### src/rtl/fifo_thresh_if.sv
// fifo_thresh_if
// Bundles the enqueue/dequeue handshake and the status outputs of fifo_thresh.
//   master : producer/consumer side, drives enqueue, dequeue, flush and back,
//            and observes front, occupied and all status flags.
//   slave  : the FIFO itself.
// SIZE and DATA_WIDTH must match the parameters of the attached fifo_thresh.
interface fifo_thresh_if #(
  parameter int SIZE       = 16,
  parameter int DATA_WIDTH = 32
);
  localparam int CW = $clog2(SIZE) + 1;

  logic                  enqueue;
  logic                  dequeue;
  logic                  flush;
  logic [DATA_WIDTH-1:0] back;
  logic [DATA_WIDTH-1:0] front;
  logic [CW-1:0]         occupied;
  logic                  full;
  logic                  empty;
  logic                  almostFull;
  logic                  almostEmpty;
  logic                  overflow;
  logic                  underflow;

  modport master (
    output enqueue, dequeue, flush, back,
    input  front, occupied, full, empty, almostFull, almostEmpty, overflow, underflow
  );

  modport slave (
    input  enqueue, dequeue, flush, back,
    output front, occupied, full, empty, almostFull, almostEmpty, overflow, underflow
  );
endinterface

### src/rtl/fifo_thresh.sv
// fifo_thresh
// Synchronous FIFO with occupancy count, almost-full/almost-empty thresholds,
// sticky overflow/underflow flags and a synchronous flush.
// Ports:
//   clk  : rising-edge clock
//   rst  : synchronous active-high reset (same effect as flush, top priority)
//   bus  : fifo_thresh_if.slave carrying enqueue/dequeue/flush/back in and
//          front/occupied/full/empty/almostFull/almostEmpty/overflow/underflow out
// Storage is a dual-port RAM with a registered read port. The read address
// looks one entry ahead on a dequeue so front has no extra latency, and a
// bypass register covers the case where the slot being read is written in
// the same cycle (the RAM returns the old contents in that case).
module fifo_thresh #(
  parameter int SIZE       = 16,
  parameter int DATA_WIDTH = 32,
  parameter int AF_THRESH  = SIZE - 2,
  parameter int AE_THRESH  = 2
) (
  input  logic              clk,
  input  logic              rst,
  fifo_thresh_if.slave      bus
);
  localparam int PW = $clog2(SIZE);
  localparam int CW = PW + 1;

  logic [DATA_WIDTH-1:0] mem [SIZE];
  logic [DATA_WIDTH-1:0] ram_q;
  logic [DATA_WIDTH-1:0] bypass_data;
  logic                  bypass_valid;
  logic [PW-1:0]         back_ptr;
  logic [PW-1:0]         front_ptr;
  logic [PW-1:0]         rd_addr;
  logic [CW-1:0]         occ;
  logic                  ovf;
  logic                  unf;
  logic                  is_full;
  logic                  is_empty;
  logic                  commit_enq;
  logic                  commit_deq;
  logic                  bypass_hit;

  // Pointers wrap by explicit compare so SIZE need not be a power of two.
  function automatic logic [PW-1:0] wrap_inc(input logic [PW-1:0] p);
    return (p == PW'(SIZE - 1)) ? '0 : p + 1'b1;
  endfunction

  assign is_full    = (occ == CW'(SIZE));
  assign is_empty   = (occ == '0);
  assign commit_enq = bus.enqueue & ~is_full  & ~bus.flush;
  assign commit_deq = bus.dequeue & ~is_empty & ~bus.flush;
  assign rd_addr    = commit_deq ? wrap_inc(front_ptr) : front_ptr;
  assign bypass_hit = commit_enq & (back_ptr == rd_addr);

  // RAM: write on committed enqueue, registered read of the look-ahead head.
  always_ff @(posedge clk) begin
    if (commit_enq) begin
      mem[back_ptr] <= bus.back;
    end
    ram_q <= mem[rd_addr];
  end

  // Pointer, occupancy, bypass and sticky-flag state.
  always_ff @(posedge clk) begin
    if (rst || bus.flush) begin
      back_ptr     <= '0;
      front_ptr    <= '0;
      occ          <= '0;
      bypass_valid <= 1'b0;
      bypass_data  <= '0;
      ovf          <= 1'b0;
      unf          <= 1'b0;
    end else begin
      if (commit_enq) begin
        back_ptr <= wrap_inc(back_ptr);
      end
      if (commit_deq) begin
        front_ptr <= rd_addr;
      end
      case ({commit_enq, commit_deq})
        2'b10:   occ <= occ + 1'b1;
        2'b01:   occ <= occ - 1'b1;
        default: occ <= occ;
      endcase
      // Re-evaluated every cycle: once the RAM has caught up the bypass drops.
      bypass_valid <= bypass_hit;
      if (bypass_hit) begin
        bypass_data <= bus.back;
      end
      if (bus.enqueue && is_full) begin
        ovf <= 1'b1;
      end
      if (bus.dequeue && is_empty) begin
        unf <= 1'b1;
      end
    end
  end

  assign bus.front       = is_empty ? '0 : (bypass_valid ? bypass_data : ram_q);
  assign bus.occupied    = occ;
  assign bus.full        = is_full;
  assign bus.empty       = is_empty;
  assign bus.almostFull  = (occ >= CW'(AF_THRESH));
  assign bus.almostEmpty = (occ <= CW'(AE_THRESH));
  assign bus.overflow    = ovf;
  assign bus.underflow   = unf;
endmodule

### src/flat_wrapper.sv
// flat-port wrapper written by rule: the top's interface ports become plain ports
module fifo_thresh_flat 
#(
  parameter int SIZE       = 16,
  parameter int DATA_WIDTH = 32,
  parameter int AF_THRESH  = SIZE - 2,
  parameter int AE_THRESH  = 2
)
  (clk, rst, bus_enqueue, bus_dequeue, bus_flush, bus_back, bus_front, bus_occupied, bus_full, bus_empty, bus_almostFull, bus_almostEmpty, bus_overflow, bus_underflow);
  fifo_thresh_if #(.SIZE(SIZE), .DATA_WIDTH(DATA_WIDTH)) bus_i ();
  input  logic clk;
  input  logic rst;
  input wire logic [$bits(bus_i.enqueue)-1:0] bus_enqueue;
  input wire logic [$bits(bus_i.dequeue)-1:0] bus_dequeue;
  input wire logic [$bits(bus_i.flush)-1:0] bus_flush;
  input wire logic [$bits(bus_i.back)-1:0] bus_back;
  output wire logic [$bits(bus_i.front)-1:0] bus_front;
  output wire logic [$bits(bus_i.occupied)-1:0] bus_occupied;
  output wire logic [$bits(bus_i.full)-1:0] bus_full;
  output wire logic [$bits(bus_i.empty)-1:0] bus_empty;
  output wire logic [$bits(bus_i.almostFull)-1:0] bus_almostFull;
  output wire logic [$bits(bus_i.almostEmpty)-1:0] bus_almostEmpty;
  output wire logic [$bits(bus_i.overflow)-1:0] bus_overflow;
  output wire logic [$bits(bus_i.underflow)-1:0] bus_underflow;
  assign bus_i.enqueue = bus_enqueue;
  assign bus_i.dequeue = bus_dequeue;
  assign bus_i.flush = bus_flush;
  assign bus_i.back = bus_back;
  assign bus_front = bus_i.front;
  assign bus_occupied = bus_i.occupied;
  assign bus_full = bus_i.full;
  assign bus_empty = bus_i.empty;
  assign bus_almostFull = bus_i.almostFull;
  assign bus_almostEmpty = bus_i.almostEmpty;
  assign bus_overflow = bus_i.overflow;
  assign bus_underflow = bus_i.underflow;
  fifo_thresh #(.SIZE(SIZE), .DATA_WIDTH(DATA_WIDTH), .AF_THRESH(AF_THRESH), .AE_THRESH(AE_THRESH)) u_core (.clk(clk), .rst(rst), .bus(bus_i));
endmodule
### config.mk
export PLATFORM = sky130hd
export DESIGN_NAME = fifo_thresh_flat
export DESIGN_NICKNAME = d
export VERILOG_FILES = /design/src/rtl/fifo_thresh_if.sv /design/src/rtl/fifo_thresh.sv /design/src/flat_wrapper.sv
export SDC_FILE = /design/constraint.sdc
export NUM_CORES = 1
export LEC_CHECK = 0
export CAP_MARGIN = 15
export CORE_MARGIN = 5
export CORE_UTILIZATION = 55
export CTS_CLUSTER_DIAMETER = 200
export DETAILED_ROUTE_END_ITERATION = 8
export GPL_ROUTABILITY_DRIVEN = 0
export PLACE_DENSITY = 0.81
export SLEW_MARGIN = 20
export SYNTH_ARGS = -nofsm -noshare
export SYNTH_HDL_FRONTEND = slang
export SYNTH_SLANG_ARGS = --single-unit
export TNS_END_PERCENT = 1
### constraint.sdc
create_clock -name clk -period 5.4 [get_ports clk]
set_clock_uncertainty 0.15 [all_clocks]
set_input_delay 1.35 -clock clk [delete_from_list [all_inputs] [get_ports clk]]
set_output_delay 1.35 -clock clk [all_outputs]
set_load 0.02 [all_outputs]
==> results <==
- The run finished with clean final reports.
- The clock latency reported for the late side of the worst-skew pair is 0.61 ns.
- TritonCTS built the clock tree.
- The total overflow reported by the global router is 0.
- The synthesized design spends more area on one cell type than any other, namely edfxtp_1.
- The count of input and output buffers is 79.
- The total leakage power is 11.3 nW.
- Counting instances, the worst hold path has a depth of 2.
- In this run the worst path has a maximum fanout of 18.
- Counting I/O delays and the setup requirement, the final critical path takes 4.90 ns.
- In this run the worst setup path terminates at bus_empty.
- The number of nets handed over by synthesis was 2037.
- The sequential share of power is 0.525.
- The remaining number of nets flagged by the antenna check after routing is 0.
- The setup slack of the most critical reg-to-reg path is 1.52 ns.
- The worst hold path belongs to the class reg -> reg.
- The final standard cell count with taps included and fillers excluded is 2764.
- The number of cells on the worst reg-to-reg path is 12.
- The vertical extent of the die is 234 microns.
- The initial antenna violation count is 3.
- The critical path data required time is 3.90 ns.
- STA classifies the critical path startpoint as a flip-flop.
- The I/O pin count is 80.
- In this run the power density over the cells is 306 nW/um^2.
- The net switching fraction of the power is 0.206.
- The relative max-transition margin is 0.347.
- Setup repair after global routing left no endpoint under its margin.
- Counting instances in the post-synthesis netlist gives the leading cell types as 512 x edfxtp_1, 386 x mux2i_1, 177 x mux2_2, 129 x nand2_1, 96 x clkbuf_1.
- The cell area after technology mapping is 27500 sq um.
- In this run, synthesis produced a sequential element count of 592.
- For this run, the register share of the synthesized area comes to 0.618.
- The total setup violations reported at the end of the flow is 0.
- Including well taps, the total number of placed cells is 2656.
- In this run the critical register-to-register path is launched from u_core.bus.occupied[1].
- In the synthesized netlist the dominant register cell turns out to be edfxtp_1.
- The number of iterations in the first detailed-routing pass is 9.
- Adding up every negative setup slack in the final design gives 0 ns.
- A synthesized cell averages 13.8 sq um.
- Overall power consumption after layout is estimated at 9.56 mW.
- The count of warnings emitted by yosys is 0.
- In the routed layout, each cell is associated on average with a via count of 6.70.
- For this design the total switching power over the nets is 1.97 mW.
- The transition time of the tightest slew-check pin is 0.979 ns.
- The capturing point of the worst reg2reg path is u_core.bus.occupied[4].
- The worst ir drop on vdd is 0.285 mV.
- The max capacitance violation total is 0.
- Of the total power, the clock network draws 0.434.
- Synthesis handed over a netlist of 1991 instances.
- The share of synthesized area in the top cell type comes to 0.560.
- The number of different library cells used by synthesis comes to 57.
- The number of buffers on the longest clock path is 3.
- The number of fill cells in the layout is 3546.
- The number of resized instances in the post-cts repair step is 0.
- The floorplan row count is 82.
- From synthesis to final layout, the design area changed by 13.9%.
- The internal power of the cells totals 7.59 mW.
- Of all flip-flops after synthesis, the portion carrying an async set or reset was 0.
- The count of hold buffers inserted by post-cts repair is 0.
- At the worst endpoint, the arrival time is 3.40 ns.
- The clock root buffer master is clkbuf_16.
- By area the synthesized netlist is led by edfxtp_1 56%, mux2i_1 14%, mux2_2 7.3%.
- In this run the horizontal extent of the chip is 234 microns.
- The maximum number of pins on one net before global-route repair is 81.
- Of the available clock period, the critical path in the final layout requires 0.907.
- The via total after detailed routing is 18500.
- The launching element of the worst setup path is u_core.bus.occupied[1].
- The tree built by TritonCTS fans out to 592 sinks.
- The final max-slew violation count is 0.
- The HPWL after detailed placement is 41400 microns.
- The number of hold violations in the final report is 0.
- In the post-synthesis netlist, the cell with the most instances is edfxtp_1.
- After detailed routing, the number of remaining DRC violations is 0.
- The clock transition at the registers of the reported paths is 0.06 ns.
- After detailed routing, the average wire length per cell comes to 27.0 microns.
- The critical path capture point type is an output pin.
- The starting density of the core is 0.552.
- Static timing analysis puts the maximum clock frequency at 204 MHz.
- The detailed router finished its first iteration with 2255 violations.
- The core region is 49800 sq um.
- The maximum level of the CTS H-tree is 2.
- The global-route wire length before repair is 111000 microns.
- The final net count is 2089.
- The post-CTS repair timing setup buffer count is 0.
- The number of clock buffers added by TritonCTS is 57.
- Summed over all layers, the routed wires come to 74700 microns.
- The overall global routing resource usage is 0.267.
- The share of final-layout standard cells stronger than drive strength 1 is 0.182.
- The relative contribution of combinational cells to total power is 0.041.
- The number of flops mapped to enable cells by yosys is 512.
- The critical path is of the reg -> out type.
- The number of global-route vias before repair is 18400.
- The die covers 54500 sq um.
## registers in the layout (all words and copies together) (netlist names)
register,cells
u_core.mem,512
u_core.bypass_data,32
u_core.ram_q,32
u_core.bus.occupied,5
u_core.back_ptr,4
u_core.front_ptr,4
u_core.bus.overflow,1
u_core.bus.underflow,1
u_core.bypass_valid,1
## how the worst min path moves through the flow
stage,slack [ns],startpoint,end
finish,0.33,u_core.bypass_data[8],u_core.bypass_data[8]
global route,0.34,u_core.bypass_data[9],u_core.bypass_data[9]
CTS,0.33,u_core.bypass_data[1],u_core.bypass_data[1]
detailed placement,0.31,u_core.bus.overflow,u_core.bus.overflow
global placement,0.30,u_core.bus.overflow,u_core.bus.overflow
floorplan,0.30,u_core.bypass_data[0],u_core.bypass_data[0]
## stage by stage
step                hold WS (ns)  setup WS (ns)  utilization  instance area [sq um]
detailed placement         0.309          0.589        0.589                  29300
CTS                        0.326          0.510        0.629                  31300
floorplan                  0.304          0.478            -                  27500
global route               0.342          0.438        0.629                  31300
finish                     0.326          0.500        0.629                  31300
global placement           0.302          0.745        0.589                  29300
## kinds of logic after synthesis
family / Yosys count / synth area share
adder cells (fa/ha/maj): 9 / 0.00410
AND/OR/NAND/NOR: 330 / 0.0560
XOR/XNOR: 11 / 0.00401
multiplexers: 564 / 0.214
AO/OA/AOI/OAI: 323 / 0.0799
buffers and inverters: 162 / 0.0247
flip-flops: 592 / 0.618
## final cells by class
type,count,area [sq um],area share
timing repair buffer,146,1420,0.0453
sequential,592,17000,0.543
clock buffer,75,1620,0.0516
antenna,1,2.50,0.0000800
multi-input combinational,1237,10000,0.321
inverter,9,46.3,0.00148
tap,672,841,0.0269
clock inverter,32,354,0.0113
## critical path: stages (launching register included)
cell	delay, ns
dfxtp_1	0.43
or3_1	0.68
nor2_4	0.59
buf_4	0.41
clkdlybuf4s50_1	0.67
## layer usage
metal / vias up / track usage / wire (microns)
met1: 9237 / 0.344 / 27700
li1: 7926 / - / -
met2: 1104 / 0.453 / 36800
met5: - / 0 / 27
met4: 4 / 0.104 / 3100
met3: 241 / 0.0453 / 7020
## cell usage in the layout, fill, tap and decap left out, types with 3 or more instances in the layout
| cell type | instances |
|---|---|
| mux2_2 | 177 |
| clkinv_2 | 18 |
| a221oi_1 | 40 |
| nand3_1 | 39 |
| o22ai_1 | 89 |
| edfxtp_1 | 512 |
| nand3_2 | 4 |
| mux2i_1 | 386 |
| bufinv_16 | 7 |
| nand2b_1 | 4 |
| nor2_4 | 13 |
| o211ai_1 | 3 |
| or3_1 | 5 |
| o21a_1 | 3 |
| clkbuf_8 | 10 |
| nor3_1 | 38 |
| o21ai_0 | 36 |
| inv_6 | 3 |
| dfxtp_1 | 79 |
| nor3_2 | 4 |
| a21oi_1 | 83 |
| clkbuf_16 | 58 |
| clkbuf_1 | 7 |
| ha_1 | 9 |
| a211oi_1 | 5 |
| nand2_1 | 129 |
| clkdlybuf4s50_1 | 79 |
| buf_4 | 57 |
| buf_12 | 10 |
| xor2_1 | 7 |
| nor2_1 | 46 |
| inv_1 | 7 |
| and2_1 | 4 |
| or4_1 | 32 |
| xnor2_1 | 3 |
| a222oi_1 | 37 |
| a22oi_1 | 4 |
## power groups by stage
stage	Clock (mW)	Combinational [mW]	Sequential (mW)
final	4.15	0.391	5.02
after global routing	4.39	0.412	5.02
after CTS	4.19	0.387	5.02
after detailed placement	0	0.385	5.12
after global placement	0	0.373	5.12
after floorplan	0	0.205	5.11
No activity file was read; power rests on OpenSTA's default activity.
